--- src/rtl/pulse_peak_detector_if.sv ---
// Event record channel from the peak detector to the readout logic.
// Valid/ready handshake; the producer holds the record stable until accepted.
interface pulse_peak_detector_if #(
  parameter int DATA_W = 14,
  parameter int TS_W   = 32,
  parameter int WID_W  = 10
);
  logic              evt_valid;
  logic              evt_ready;
  logic [DATA_W-1:0] evt_peak;
  logic [TS_W-1:0]   evt_ts;
  logic [WID_W-1:0]  evt_width;
  logic              evt_sat;

  modport master (
    output evt_valid, evt_peak, evt_ts, evt_width, evt_sat,
    input  evt_ready
  );

  modport slave (
    input  evt_valid, evt_peak, evt_ts, evt_width, evt_sat,
    output evt_ready
  );
endinterface

--- src/rtl/pulse_peak_detector.sv ---
// Finds rising threshold crossings in the shaped stream, tracks each pulse's peak and width,
// and emits one registered record per pulse, followed by a re-arm hold-off.
module pulse_peak_detector #(
  parameter int DATA_W    = 14,
  parameter int TS_W      = 32,
  parameter int HOLDOFF   = 64,
  parameter int MAX_WIDTH = 1023,
  parameter int WID_W     = 10
) (
  input  logic                   clk_i,
  input  logic                   rst_ni,
  input  logic                   enable_i,
  input  logic [DATA_W-1:0]      data_i,
  input  logic [DATA_W-1:0]      thr_i,
  pulse_peak_detector_if.master  evt_if,
  output logic [15:0]            drop_cnt_o,
  output logic                   busy_o
);

  localparam int HC_W = (HOLDOFF > 1) ? $clog2(HOLDOFF) : 1;

  typedef enum logic [1:0] {IDLE, TRACK, HOLD} state_e;

  state_e            state_q;
  logic [TS_W-1:0]   ts_q;
  logic              prev_above_q;
  logic [DATA_W-1:0] peak_q;
  logic [TS_W-1:0]   peak_ts_q;
  logic [WID_W-1:0]  width_q;
  logic [HC_W-1:0]   hold_q;
  logic              busy_q;
  logic [15:0]       drop_q;
  logic              evt_valid_q;
  logic [DATA_W-1:0] evt_peak_q;
  logic [TS_W-1:0]   evt_ts_q;
  logic [WID_W-1:0]  evt_width_q;
  logic              evt_sat_q;

  logic              above;
  logic              new_max;
  logic [WID_W-1:0]  width_d;
  logic              emit_d;
  logic              rec_sat_d;
  logic [DATA_W-1:0] rec_peak_d;
  logic [TS_W-1:0]   rec_ts_d;
  logic [WID_W-1:0]  rec_width_d;

  // A saturating pulse includes its final sample, so its record folds that sample in here.
  always_comb begin
    above       = data_i > thr_i;
    new_max     = data_i > peak_q;
    width_d     = width_q + 1'b1;
    emit_d      = 1'b0;
    rec_sat_d   = 1'b0;
    rec_peak_d  = peak_q;
    rec_ts_d    = peak_ts_q;
    rec_width_d = width_q;
    if (state_q == TRACK && enable_i) begin
      if (!above) begin
        emit_d = 1'b1;
      end else if (width_d == WID_W'(MAX_WIDTH)) begin
        emit_d      = 1'b1;
        rec_sat_d   = 1'b1;
        rec_width_d = width_d;
        if (new_max) begin
          rec_peak_d = data_i;
          rec_ts_d   = ts_q;
        end
      end
    end
  end

  always_ff @(posedge clk_i or negedge rst_ni) begin
    if (!rst_ni) begin
      state_q      <= IDLE;
      ts_q         <= '0;
      prev_above_q <= 1'b1;
      peak_q       <= '0;
      peak_ts_q    <= '0;
      width_q      <= '0;
      hold_q       <= '0;
      busy_q       <= 1'b0;
      drop_q       <= '0;
      evt_valid_q  <= 1'b0;
      evt_peak_q   <= '0;
      evt_ts_q     <= '0;
      evt_width_q  <= '0;
      evt_sat_q    <= 1'b0;
    end else begin
      ts_q         <= ts_q + 1'b1;
      prev_above_q <= above;

      case (state_q)
        IDLE: begin
          if (enable_i && above && !prev_above_q) begin
            state_q   <= TRACK;
            busy_q    <= 1'b1;
            peak_q    <= data_i;
            peak_ts_q <= ts_q;
            width_q   <= WID_W'(1);
          end
        end
        TRACK: begin
          if (!enable_i) begin
            state_q <= IDLE;
            busy_q  <= 1'b0;
          end else if (emit_d) begin
            state_q <= HOLD;
            hold_q  <= HC_W'(HOLDOFF - 1);
          end else begin
            width_q <= width_d;
            if (new_max) begin
              peak_q    <= data_i;
              peak_ts_q <= ts_q;
            end
          end
        end
        HOLD: begin
          if (hold_q == '0) begin
            state_q <= IDLE;
            busy_q  <= 1'b0;
          end else begin
            hold_q <= hold_q - 1'b1;
          end
        end
        default: begin
          state_q <= IDLE;
          busy_q  <= 1'b0;
        end
      endcase

      // An occupied slot that is being drained this cycle can take the new record.
      if (emit_d) begin
        if (!evt_valid_q || evt_if.evt_ready) begin
          evt_valid_q <= 1'b1;
          evt_peak_q  <= rec_peak_d;
          evt_ts_q    <= rec_ts_d;
          evt_width_q <= rec_width_d;
          evt_sat_q   <= rec_sat_d;
        end else if (drop_q != 16'hFFFF) begin
          drop_q <= drop_q + 1'b1;
        end
      end else if (evt_valid_q && evt_if.evt_ready) begin
        evt_valid_q <= 1'b0;
      end
    end
  end

  assign evt_if.evt_valid = evt_valid_q;
  assign evt_if.evt_peak  = evt_peak_q;
  assign evt_if.evt_ts    = evt_ts_q;
  assign evt_if.evt_width = evt_width_q;
  assign evt_if.evt_sat   = evt_sat_q;
  assign drop_cnt_o       = drop_q;
  assign busy_o           = busy_q;

endmodule

--- src/flat_wrapper.sv ---
// flat-port wrapper written by rule: the top's interface ports become plain ports
module pulse_peak_detector_flat 
#(
  parameter int DATA_W    = 14,
  parameter int TS_W      = 32,
  parameter int HOLDOFF   = 64,
  parameter int MAX_WIDTH = 1023,
  parameter int WID_W     = 10
)
  (clk_i, rst_ni, enable_i, data_i, thr_i, drop_cnt_o, busy_o, evt_if_evt_valid, evt_if_evt_peak, evt_if_evt_ts, evt_if_evt_width, evt_if_evt_sat, evt_if_evt_ready);
  pulse_peak_detector_if #(.DATA_W(DATA_W), .TS_W(TS_W), .WID_W(WID_W)) evt_if_i ();
  input  logic clk_i;
  input  logic rst_ni;
  input  logic enable_i;
  input  logic [DATA_W-1:0] data_i;
  input  logic [DATA_W-1:0] thr_i;
  output logic [15:0] drop_cnt_o;
  output logic busy_o;
  output wire logic [$bits(evt_if_i.evt_valid)-1:0] evt_if_evt_valid;
  output wire logic [$bits(evt_if_i.evt_peak)-1:0] evt_if_evt_peak;
  output wire logic [$bits(evt_if_i.evt_ts)-1:0] evt_if_evt_ts;
  output wire logic [$bits(evt_if_i.evt_width)-1:0] evt_if_evt_width;
  output wire logic [$bits(evt_if_i.evt_sat)-1:0] evt_if_evt_sat;
  input wire logic [$bits(evt_if_i.evt_ready)-1:0] evt_if_evt_ready;
  assign evt_if_evt_valid = evt_if_i.evt_valid;
  assign evt_if_evt_peak = evt_if_i.evt_peak;
  assign evt_if_evt_ts = evt_if_i.evt_ts;
  assign evt_if_evt_width = evt_if_i.evt_width;
  assign evt_if_evt_sat = evt_if_i.evt_sat;
  assign evt_if_i.evt_ready = evt_if_evt_ready;
  pulse_peak_detector #(.DATA_W(DATA_W), .TS_W(TS_W), .HOLDOFF(HOLDOFF), .MAX_WIDTH(MAX_WIDTH), .WID_W(WID_W)) u_core (.clk_i(clk_i), .rst_ni(rst_ni), .enable_i(enable_i), .data_i(data_i), .thr_i(thr_i), .evt_if(evt_if_i), .drop_cnt_o(drop_cnt_o), .busy_o(busy_o));
endmodule
--- config.mk ---
export PLATFORM = sky130hd
export DESIGN_NAME = pulse_peak_detector_flat
export DESIGN_NICKNAME = d
export VERILOG_FILES = /design/src/rtl/pulse_peak_detector_if.sv /design/src/rtl/pulse_peak_detector.sv /design/src/flat_wrapper.sv
export SDC_FILE = /design/constraint.sdc
export NUM_CORES = 1
export LEC_CHECK = 0
export CORE_MARGIN = 2
export CORE_UTILIZATION = 56
export CTS_BUF_LIST = sky130_fd_sc_hd__clkbuf_16
export CTS_CLUSTER_DIAMETER = 50
export DETAILED_ROUTE_END_ITERATION = 10
export GPL_TIMING_DRIVEN = 0
export PLACE_DENSITY = 0.91
export SLEW_MARGIN = 25
export SYNTH_ARGS = -nofsm -noshare
export SYNTH_HDL_FRONTEND = slang
export SYNTH_SLANG_ARGS = --single-unit
--- constraint.sdc ---
create_clock -name clk_i -period 3.2 [get_ports clk_i]
set_input_delay 0.32 -clock clk_i [delete_from_list [all_inputs] [get_ports clk_i]]
set_output_delay 0.32 -clock clk_i [all_outputs]
set_load 0.005 [all_outputs]
==> results_dict.tcl, run 1 <==
set metrics [dict create \
    fin_crit_sh_pct 99.0 \
    core_um2 15000 \
    synth_area_leaders "dfrtp_1 (50%), mux2_4 (7.1%), mux2i_1 (5.5%), ha_1 (5.0%), a21oi_1 (3.8%)" \
    yosys_warnings 0 \
    finClkSkew_ps 7.33 \
    placed_cell_area_um2 9850 \
    crit_arrival_ps 3470 \
    hold_viol_final 0 \
    endpoint_kind "flop" \
    finalMaxSlewViolations 0 \
    setup_viol 0 \
    overflow 0 \
    tritoncts "yes" \
    pin_count 107 \
    drt-met1-wl_mm 8.35 \
    ctsLongestPathBuffers 2 \
    drc 0 \
    power_switching_share_pct 21.1 \
    area_delta_synth_final_pct 24.0 \
    routedWlPerCell_um 17.8 \
    drive_above_1_share_pct 14.1 \
    drtPass1Iterations 5 \
    grt_pass1_vias 6343 \
    antenna_found_initial 1 \
    wl_met3_um 893 \
    async_flop_share_pct 100 \
    io_buffers 106 \
    fin_crit_ps 3170 \
    reg2reg_setup_slack_ps 180 \
    p_leak_uw 0.00528 \
    crit_path_max_fanout 10 \
    max-slew-margin-rel_pct 65.6 \
    grt_max_degree 79 \
    rows 45 \
    syn_inst 752 \
    power_frac_seq_pct 48.5 \
    numCtsBuffers 17 \
    worstSkewPairLatency_ps 430 \
    synth_nets 818 \
    routed.top_layer "met4" \
    r2r_cells 10 \
    required_ps 3500 \
    drv_cap 0 \
    layout_common_cells "dfrtp_1 (171), clkdlybuf4s50_1 (105), nor2_1 (65)" \
    gp_congestion 0.837 \
    p_switching_uw 947 \
    grt_util_all_layers_pct 24.9 \
    cts-root-buf "clkbuf_16" \
    dieHeight_um 127 \
    synth_top_cell_area_share_pct 50.4 \
    fin_worst_hold_slack_ps 341 \
    worst_pin_slew_ps 514 \
    ir_worst_vdd_v 0.000369 \
    p_int_uw 3540 \
    clkTransAtPathRegs_ps 60 \
    synthFlopType "dfrtp_1" \
    met2_length_mm 9.73 \
    p_per_area_nw_per_um2 426 \
    hpwl_mm 13.0 \
    synth.largest_area_cell "dfrtp_1" \
    design_area_um2 10500 \
    critPathLaunchType "input port" \
    vias 6196 \
    start_util_pct 56.5 \
    ys_seq_elements 172 \
    p_clk_share_pct 47.6 \
    grt_first_pass_wirelength_mm 31.7 \
    rr_endpoint "u_core.peak_ts_q[8]$_DFFE_PN0P_" \
    netlist_area_um2 8490 \
    fin_nets 950 \
    final_common_cell "dfrtp_1" \
    synth_edf_count 0 \
    r2r_start "u_core.width_q[1]$_DFFE_PN0P_" \
    crit_type "in -> reg" \
    fill_cells 1035 \
    die_width_um 127 \
    p_comb_share_pct 3.9 \
    hold_path_class "in -> async" \
    routed_wl_mm 19.4 \
    fmax_mhz 316 \
    status "finished, final reports clean" \
    dieArea_um2 16200 \
    synth_seq_area_share_pct 50.7 \
    htree_num_levels 4 \
    synth_area_per_cell_um2 11.3 \
    vias_per_cell 5.71 \
    yosysUniqueCellTypes 57 \
    ant_nets 0 \
    dr.first_iter.drc_count 504 \
    clock-sinks 172 \
]
metrics by stage:
stage                     worst slack (ps)  util, %  power, µW  cells  setup TNS, ps
after floorplan                        514        -       2270    752              0
after global placement               -5110     65.1       2380   1046        -906000
after detailed placement              -649     65.5       2390   1048         -33880
after CTS                             96.3     69.6       4500   1080              0
after global routing                 -9.04     70.0       4630   1084          -9.04
final                                 31.7     70.0       4490   1085              0
what timing repair did:
| action | CTS | global route |
|---|---|---|
| resized for setup | 3 | 9 |
| hold endpoints to repair | 37 | 0 |
| setup buffers | 0 | 4 |
| hold buffers | 1 | 0 |
| endpoints found under the setup margin | 30 | 78 |
| pin swaps | 0 | 1 |
metal layers:
layer | global-route usage (%) | vias to the layer above
met5 | 0 | -
met1 | 32.3 | 3111
met3 | 5.36 | 32
li1 | - | 2885
met2 | 42.1 | 168
met4 | 8.08 | 0
flip-flops by register name, summed over array words and instances (netlist names), 2 cells and up:
signal,count
u_core.drop_cnt_o,16
u_core.width_q,10
u_core.state_q,2
u_core.ts_q,32
u_core.hold_q,6
u_core.evt_if.evt_peak,14
u_core.peak_ts_q,32
u_core.peak_q,14
u_core.evt_if.evt_ts,32
u_core.evt_if.evt_width,10
area by class of cell:
class | instances | area [µm²] | share of cell area (%)
Tap cell | 188 | 235 | 2.23
Buffer | 30 | 223 | 2.12
Multi-Input combinational cell | 506 | 3830 | 36.4
Clock inverter | 14 | 178 | 1.69
Inverter | 44 | 165 | 1.57
Clock buffer | 17 | 425 | 4.04
Sequential cell | 172 | 4310 | 40.9
Antenna cell | 1 | 2.50 | 0.0238
Timing Repair Buffer | 113 | 1160 | 11.0
how the worst max path moves through the flow:
stage	endpoint	cells past startpoint	from	slack [ps]
finish	u_core.evt_if.evt_ts[30]$_DFFE_PN0P_	10	data_i[13]	30
CTS	u_core.evt_if.evt_ts[30]$_DFFE_PN0P_	10	data_i[13]	100
detailed placement	u_core.evt_if.evt_ts[11]$_DFFE_PN0P_	10	data_i[13]	-650
floorplan	u_core.peak_q[0]$_DFFE_PN0P_	10	u_core.width_q[1]$_DFFE_PN0P_	510
global route	u_core.evt_if.evt_ts[14]$_DFFE_PN0P_	9	u_core.width_q[1]$_DFFE_PN0P_	-9
global placement	u_core.evt_if.evt_peak[6]$_DFFE_PN0P_	1	rst_ni	-5110
critical path, stage by stage:
cell             delay (ps)
clkdlybuf4s50_1         550
ha_1                    390
nand4_1                 260
nor4_2                  580
a211oi_2                150
nand4_1                 110
buf_2                   320
buf_2                   390
mux2i_1                 290
a21oi_1                 110
Yosys cell counts, types with 2 or more instances:
cell type and instances:
dfrtp_1 171, a21oi_1 65, nor2_1 65, mux2i_1 47
inv_1 43, nand2_1 41, mux2_4 40, ha_1 34
nand3_1 33, xnor2_1 32, xor2_1 18, nand4_1 16
o21ai_0 14, buf_2 13, mux2_2 13, and3_1 12
nor3_1 11, o31ai_1 7, clkbuf_1 6, nor2b_1 6
nand2b_1 5, nor4_1 5, buf_12 4, and4_1 3
buf_1 3, buf_4 3, mux2_1 3, nand4b_1 3
or3_1 3, a21o_1 2, a221oi_1 2, a31oi_1 2
and2_1 2, o41ai_1 2
cells by family after synthesis:
| group | synth area share, % |
|---|---|
| AO/OA/AOI/OAI | 7.56 |
| flip-flops | 50.7 |
| buffers and inverters | 4.45 |
| multiplexers | 14.7 |
| XOR/XNOR | 5.35 |
| AND/OR/NAND/NOR | 12.2 |
| adder cells (fa/ha/maj) | 5.01 |
power by group through the flow:
stage | clock [µW] | combinational (µW) | sequential, µW
finish | 2140 | 176 | 2180
global route | 2250 | 198 | 2180
CTS | 2150 | 173 | 2180
detailed placement | 0 | 170 | 2220
global placement | 0 | 156 | 2220
floorplan | 0 | 54.1 | 2220
No activity file was read; power rests on OpenSTA's default activity.
==> run 2: changes to the inputs <==
--- a/config.mk
+++ b/config.mk
@@ -16,3 +16,4 @@
 export SYNTH_ARGS = -nofsm -noshare
 export SYNTH_HDL_FRONTEND = slang
 export SYNTH_SLANG_ARGS = --single-unit
+export TNS_END_PERCENT = 30
==> results of run 2 <==
No change in the layout: final DEF, timing and power equal those of run 1.
